===== src/rtl/dmem_io_timer_responder.sv =====
// Memory-mapped I/O responder for the LEGLite data bus: 7-segment display register,
// debounced slide switches and a prescaled countdown timer with a sticky expiry flag.
module dmem_io_timer_responder #(
    parameter logic [15:0] BASE     = 16'hFFF0,
    parameter int          DEBOUNCE = 4,
    parameter int          PRESCALE = 4
) (
    input  logic        clock,
    input  logic        reset,
    input  logic [15:0] draddr,
    input  logic        dwrite,
    input  logic        dread,
    input  logic [15:0] dwdata,
    input  logic        io_sw0,
    input  logic        io_sw1,
    output logic [15:0] drdata,
    output logic        hit,
    output logic [6:0]  io_display,
    output logic        irq
);

    localparam int DB_W = (DEBOUNCE > 1) ? $clog2(DEBOUNCE) : 1;
    localparam int PS_W = (PRESCALE > 1) ? $clog2(PRESCALE) : 1;
    localparam logic [DB_W-1:0] DB_LAST = DB_W'(DEBOUNCE - 1);
    localparam logic [PS_W-1:0] PS_LAST = PS_W'(PRESCALE - 1);

    typedef enum logic [1:0] {
        OFF_DISP   = 2'd0,
        OFF_SW     = 2'd1,
        OFF_COUNT  = 2'd2,
        OFF_STATUS = 2'd3
    } reg_off_e;

    typedef enum logic {
        S_IDLE = 1'b0,
        S_RUN  = 1'b1
    } timer_state_e;

    // ------------------------------------------------------------------
    // Address decode
    // ------------------------------------------------------------------
    reg_off_e off;
    logic     wr_en;

    assign hit   = (draddr[15:2] == BASE[15:2]);
    assign off   = reg_off_e'(draddr[1:0]);
    assign wr_en = dwrite && hit;

    // ------------------------------------------------------------------
    // Display register
    // ------------------------------------------------------------------
    logic [6:0] disp_q, disp_d;

    always_comb begin
        disp_d = disp_q;
        if (wr_en && off == OFF_DISP) begin
            disp_d = dwdata[6:0];
        end
    end

    // ------------------------------------------------------------------
    // Switch synchronizers and debouncers
    // ------------------------------------------------------------------
    logic [1:0]           sw_raw;
    logic [1:0]           sw_meta_q, sw_sync_q;
    logic [1:0]           sw_db_q, sw_db_d;
    logic [1:0][DB_W-1:0] db_cnt_q, db_cnt_d;

    assign sw_raw = {io_sw1, io_sw0};

    // NOTE: every combinational output gets a default before any branch, so no path
    // leaves a variable unassigned and no latch is inferred.
    always_comb begin
        sw_db_d  = sw_db_q;
        db_cnt_d = '0;
        for (int i = 0; i < 2; i++) begin
            if (sw_sync_q[i] != sw_db_q[i]) begin
                if (db_cnt_q[i] == DB_LAST) begin
                    sw_db_d[i] = sw_sync_q[i];
                end else begin
                    db_cnt_d[i] = db_cnt_q[i] + DB_W'(1);
                end
            end
        end
    end

    // ------------------------------------------------------------------
    // Countdown timer
    // ------------------------------------------------------------------
    timer_state_e    state_q, state_d;
    logic [15:0]     count_q, count_d;
    logic [PS_W-1:0] pre_q, pre_d;
    logic            expired_q, expired_d;
    logic            expire_evt;

    always_comb begin
        state_d    = state_q;
        count_d    = count_q;
        pre_d      = pre_q;
        expired_d  = expired_q;
        expire_evt = 1'b0;

        // A COUNT store overrides any decrement due in the same cycle.
        if (wr_en && off == OFF_COUNT) begin
            count_d = dwdata;
            pre_d   = '0;
            state_d = (dwdata != 16'd0) ? S_RUN : S_IDLE;
        end else if (state_q == S_RUN) begin
            if (pre_q == PS_LAST) begin
                pre_d = '0;
                if (count_q != 16'd0) begin
                    count_d = count_q - 16'd1;
                end
                if (count_q <= 16'd1) begin
                    expire_evt = 1'b1;
                    state_d    = S_IDLE;
                end
            end else begin
                pre_d = pre_q + PS_W'(1);
            end
        end

        if (wr_en && off == OFF_STATUS && dwdata[0]) begin
            expired_d = 1'b0;
        end
        if (expire_evt) begin
            expired_d = 1'b1;
        end
    end

    // ------------------------------------------------------------------
    // State registers
    // ------------------------------------------------------------------
    // NOTE: clocked state uses non-blocking assignments so every flop samples the
    // pre-edge values of the others, independent of statement order.
    always_ff @(posedge clock or posedge reset) begin
        if (reset) begin
            disp_q    <= '0;
            sw_meta_q <= '0;
            sw_sync_q <= '0;
            sw_db_q   <= '0;
            db_cnt_q  <= '0;
            state_q   <= S_IDLE;
            count_q   <= '0;
            pre_q     <= '0;
            expired_q <= 1'b0;
        end else begin
            disp_q    <= disp_d;
            sw_meta_q <= sw_raw;
            sw_sync_q <= sw_meta_q;
            sw_db_q   <= sw_db_d;
            db_cnt_q  <= db_cnt_d;
            state_q   <= state_d;
            count_q   <= count_d;
            pre_q     <= pre_d;
            expired_q <= expired_d;
        end
    end

    // ------------------------------------------------------------------
    // Zero-latency read path; forced to zero so it can be ORed with RAM data
    // ------------------------------------------------------------------
    logic [15:0] rd_val;

    always_comb begin
        rd_val = '0;
        case (off)
            OFF_DISP:   rd_val = {9'd0, disp_q};
            OFF_SW:     rd_val = {14'd0, sw_db_q};
            OFF_COUNT:  rd_val = count_q;
            OFF_STATUS: rd_val = {14'd0, (state_q == S_RUN), expired_q};
            default:    rd_val = '0;
        endcase
        drdata = (dread && hit) ? rd_val : 16'd0;
    end

    assign io_display = disp_q;
    assign irq        = expired_q;

endmodule


===== config.mk =====
export PLATFORM = sky130hd
export DESIGN_NAME = dmem_io_timer_responder
export DESIGN_NICKNAME = d
export VERILOG_FILES = /design/src/rtl/dmem_io_timer_responder.sv
export SDC_FILE = /design/constraint.sdc
export NUM_CORES = 1
export LEC_CHECK = 0
export CAP_MARGIN = 20
export CORE_MARGIN = 1.5
export CORE_UTILIZATION = 51
export DETAILED_ROUTE_END_ITERATION = 6
export PLACE_DENSITY = 0.86
export RECOVER_POWER = 25
export SETUP_SLACK_MARGIN = 0.3
export SLEW_MARGIN = 30
export SYNTH_ARGS = -nofsm -noshare
export SYNTH_HDL_FRONTEND = slang
export SYNTH_SLANG_ARGS = --single-unit

===== constraint.sdc =====
create_clock -name clock -period 3.7 [get_ports clock]
set_input_delay 0.37 -clock clock [delete_from_list [all_inputs] [get_ports clock]]
set_output_delay 0.37 -clock clock [all_outputs]
set_load 0.05 [all_outputs]

After elaboration in Yosys (flattened, before gate mapping)
Cells that the tools add are included.

Register bits: 37. Latch bits: 0. Memory bits (writable): 0. ROM bits: 0. Word-level logic and storage cells: 65. Memories kept: 0.

$add $sub $neg: 4. Multiply operators: 0. Divide/modulo/power cells: 0. $lt $le $gt $ge: 1. Equality and inequality tests: 9. Shift-type cells: 0. Mux-type cells: 24. Bitwise logic cells: 0. Reduce and logical (&&, ||, !) cells: 16.

Operator list (number): 16-bit 2-to-1 mux (5); 16-bit case mux with 4 select lines (1); 16-bit nonzero test (2); 16-bit by 1-bit less-or-equal comparator with 1-bit output, second input constant (1); 16-bit by 1-bit subtractor with 16-bit output, second input constant (1); 14-bit equality test, second input constant (1); 2-bit 2-to-1 mux (7); 1-bit 2-to-1 mux (11); 2-bit equality test, second input constant (5); 2-bit nonzero test (4); 2-bit by 1-bit adder with 2-bit output, second input constant (3); 1-bit logical AND (6); 2-bit AND reduction (2); 3-bit AND reduction (1); 2-bit by 1-bit equality test with 1-bit output, second input constant (1); 2-bit zero test (1); 1-bit != test (2).

Logic depth before layout (Yosys ltp)
Depth in word-level cells: 6. Depth in mapped cells: 7.

Worst setup path after synthesis
OpenSTA, ideal clock, no wires.

Kind: input port to output port. Start: input port draddr[3]. End: output port drdata[10]. Data arrival time: 2491 ps. Data required time: 3330 ps. Setup slack: 839 ps. Stages: 5. Path buffers: 0. Cells stage by stage: or2_2 > nor4_4 > nand3b_1 > nor2_1 > and2_1.

Longest elaborated chain between the ends: 3.

RTL lines: start: declaration (line 10) `input logic [15:0] draddr,`; 14-bit equality test (line 45) `assign hit = (draddr[15:2] == BASE[15:2]);`; via hit (line 17) `output logic hit,`; 1-bit logical AND (line 174) `drdata = (dread && hit) ? rd_val : 16'd0;`; 16-bit 2-to-1 mux (line 174); end: declaration (line 16) `output logic [15:0] drdata,`.

The timed path passes the listed nets, and every way through them passes these cells.

Worst setup path in the final report
Start: input port draddr[3]. End: output port drdata[5].

Longest elaborated chain between the ends: 3.

RTL lines (line): 14-bit equality test (45); 1-bit logical AND (174); 16-bit 2-to-1 mux (174).

Every way passes these cells.

==> flow_metrics.py <==
metrics = {
    "outcome": {
        "status": "finished with violations",
        "violations": "max-capacitance violations, max-slew violations",
    },
    "sta": {
        "finalHoldViolations": 0,
        "finalSetupTns_ns": 0,
        "period_share": 0.8670,
        "setup_viol": 0,
        "fin_hold_ws_ns": 0.3508,
        "drv_slew": 38,
        "slew_headroom": -0.3012,
        "rsz0062_at_grt": "no",
        "worst_pin_slew_ns": 1.952,
        "clock_skew_ns": 0.01325,
        "min_period_ns": 3.208,
        "max_freq_mhz": 311.7,
        "worst_slack_ns": 0.4919,
    },
    "cts": {
        "cts_hold_buffers": 0,
        "h-tree-depth": 2,
        "clockBufferDepth": 2,
        "cts_tree": "yes",
        "path_clk_slew_ns": 0.06,
        "worstSkewPairLatency_ns": 0.30,
        "postCtsSetupBuffers": 0,
        "tritoncts.num_buffers": 5,
        "numClockSinks": 37,
        "clockRootBuffer": "clkbuf_8",
        "cts-resized-gates": 0,
    },
    "global_routing": {
        "grt_pass1_wl_mm": 7.686,
        "busiest_layer": "met2",
        "met2_usage": 0.3787,
        "grt.total_usage": 0.2317,
        "overflow": 0,
        "use_met1": 0.3046,
        "use_met3": 0.05743,
        "antenna_found_initial": 0,
        "grt_pass1_vias": 1636,
        "grt_max_degree": 38,
    },
    "routing": {
        "drtAntennaViolNets": 0,
        "wire_per_inst_um": 14.89,
        "totalWireLength_mm": 4.751,
        "dr.first_iter.drc_count": 85,
        "dr.pass1.iters": 4,
        "viasPerCell": 5.524,
        "drc_errors": 0,
        "vias": 1762,
    },
    "setup_path": {
        "regToRegSetupSlack_ns": 1.39,
        "worst-setup-path-type": "primary input to output pin",
        "setup.worst_path.end": "drdata[5]",
        "regToRegStartpoint": "count_q[10]",
        "start_kind": "primary input",
        "startpoint": "draddr[3]",
        "timing.rr.end": "count_q[1]",
        "critPathRequiredTime_ns": 3.33,
        "reg2regPathDepth": 5,
        "crit_arrival_ns": 2.84,
        "critPathCaptureType": "output pin",
        "cp_max_fo": 7,
    },
    "worst_hold_path": {
        "hold_path_class": "flop to flop",
    },
    "synthesis": {
        "ys_ff_latch": 37,
        "synthArstFlopShare": 1.000,
        "avgSynthCellArea_um2": 10.19,
        "synth.net_count": 249,
        "netlist_area_um2": 2090,
        "postSynthCellCount": 205,
        "ys_seq_area_frac": 0.4431,
        "ys_warn_count": 0,
        "synthDistinctLibCells": 36,
        "synth_edf_count": 0,
        "synth_ff_type": "dfrtp_1",
    },
    "layout": {
        "nFillCells": 305,
        "postLayoutCoreUtil": 0.7149,
        "regArea_um2": 925.9,
        "syn_to_final_growth_pct": 35.87,
        "design_area_um2": 2839,
        "diodes": 0,
        "finalNetCount": 312,
        "multi_input_area_um2": 1095,
        "drive_above_1_share": 0.1450,
        "fin_cells": 319,
    },
    "floorplan": {
        "rows": 23,
        "initial_core_util": 0.5261,
        "die_w_um": 67.01,
        "io_pins": 63,
        "floorplan.die_area_um2": 4490,
        "die_h_um": 67.01,
        "core-area_um2": 3971,
    },
    "power": {
        "power.density_nw_per_um2": 397.8,
        "power_leakage_nw": 1.136,
        "power_mw": 1.129,
        "peakVddDrop_mv": 0.3015,
    },
    "flow_run": {
        "maxCapViolations": 1,
    },
    "placed_design": {
        "gp_congestion": 0.8083,
        "dp_cells": 311,
        "dpl.hpwl_mm": 3.641,
        "io_buffers": 62,
        "post-place-ws_ns": 0.4743,
        "placement.cell_area_um2": 2726,
    },
}
[power by group]
part           switching [mW]  internal (mW)  leakage [nW]
sequential             0.0656          0.470         0.435
combinational           0.103          0.132         0.643
clock                   0.139          0.220        0.0585
total                   0.307          0.822          1.14
[cell families (layout without fill, tap and decap cells)]
kind of cell / count (synthesis) / count (layout) / synth area share
buf+inv: 15 / 79 / 0.03293
fa+ha+maj: 6 / 6 / 0.03593
simple gates: 85 / 85 / 0.2341
compound gates: 27 / 27 / 0.07605
mux: 20 / 20 / 0.1150
xor+xnor: 15 / 15 / 0.06287
flops: 37 / 37 / 0.4431
[sequential cells by signal, indices dropped and copies added (netlist names)]
register	count
count_q	16
db_cnt_q	4
io_display	7
irq	1
pre_q	2
state_q	1
sw_db_q	2
sw_meta_q	2
sw_sync_q	2
[worst max-delay path, cell delays in order]
cell and delay [ns]:
clkdlybuf4s50_1 0.39, or2_2 0.32, nor4_4 0.42, nand3b_1 0.32, nor2_1 0.20, clkdlybuf4s50_1 0.82
[area by class of cell]
type,count,share of cell area
Inverter,6,0.007933
Multi-Input combinational cell,153,0.3856
Clock inverter,1,0.01058
Tap cell,50,0.02204
Sequential cell,37,0.3261
Timing Repair Buffer,65,0.2173
Clock buffer,7,0.03041
[worst min path at each step]
| stage | end | from | cells after the start |
|---|---|---|---|
| after global placement | sw_sync_q[0] | sw_meta_q[0] | 0 |
| after floorplan | sw_sync_q[0] | sw_meta_q[0] | 0 |
| after detailed placement | sw_sync_q[1] | sw_meta_q[1] | 0 |
| after global routing | sw_sync_q[1] | sw_meta_q[1] | 0 |
| final | sw_sync_q[1] | sw_meta_q[1] | 0 |
| after CTS | sw_sync_q[1] | sw_meta_q[1] | 0 |
[routing by layer]
layer | vias to the layer above | part of all wire
met2 | 65 | 0.47
met1 | 831 | 0.44
met3 | 5 | 0.084
met4 | 0 | 0.0097
li1 | 861 | -
met5 | - | 0
[synthesized netlist by cell type (all sizes together), types with 6 or more instances]
cell type,n,area share
and2,9,0.027
o21ai,21,0.052
dfrtp,37,0.44
mux2i,6,0.029
ha,6,0.036
mux2,12,0.065
nor2,14,0.025
xor2,11,0.046
inv,6,0.011
nand2,18,0.032
nor4,11,0.047
nor3,6,0.014
nand4,9,0.027
[placed cells by master, fill, tap and decap left out, types with 3 or more instances in the layout]
cell / netlist / final
dlygate4sd3_1: 0 / 3
o21ai_1: 4 / 4
nor3_1: 6 / 6
inv_1: 6 / 6
nand3_1: 5 / 5
nor4_1: 9 / 9
and2_1: 9 / 9
xor2_1: 11 / 11
nor2_1: 14 / 14
clkbuf_8: 0 / 6
o21ai_0: 16 / 16
ha_1: 6 / 6
nand4_1: 9 / 9
nand2_1: 18 / 18
xnor2_1: 4 / 4
mux2_2: 12 / 12
clkdlybuf4s50_1: 0 / 50
buf_4: 0 / 11
dfrtp_1: 37 / 37
and3_1: 3 / 3
mux2i_1: 6 / 6
Power figures use the tool's default switching activity.
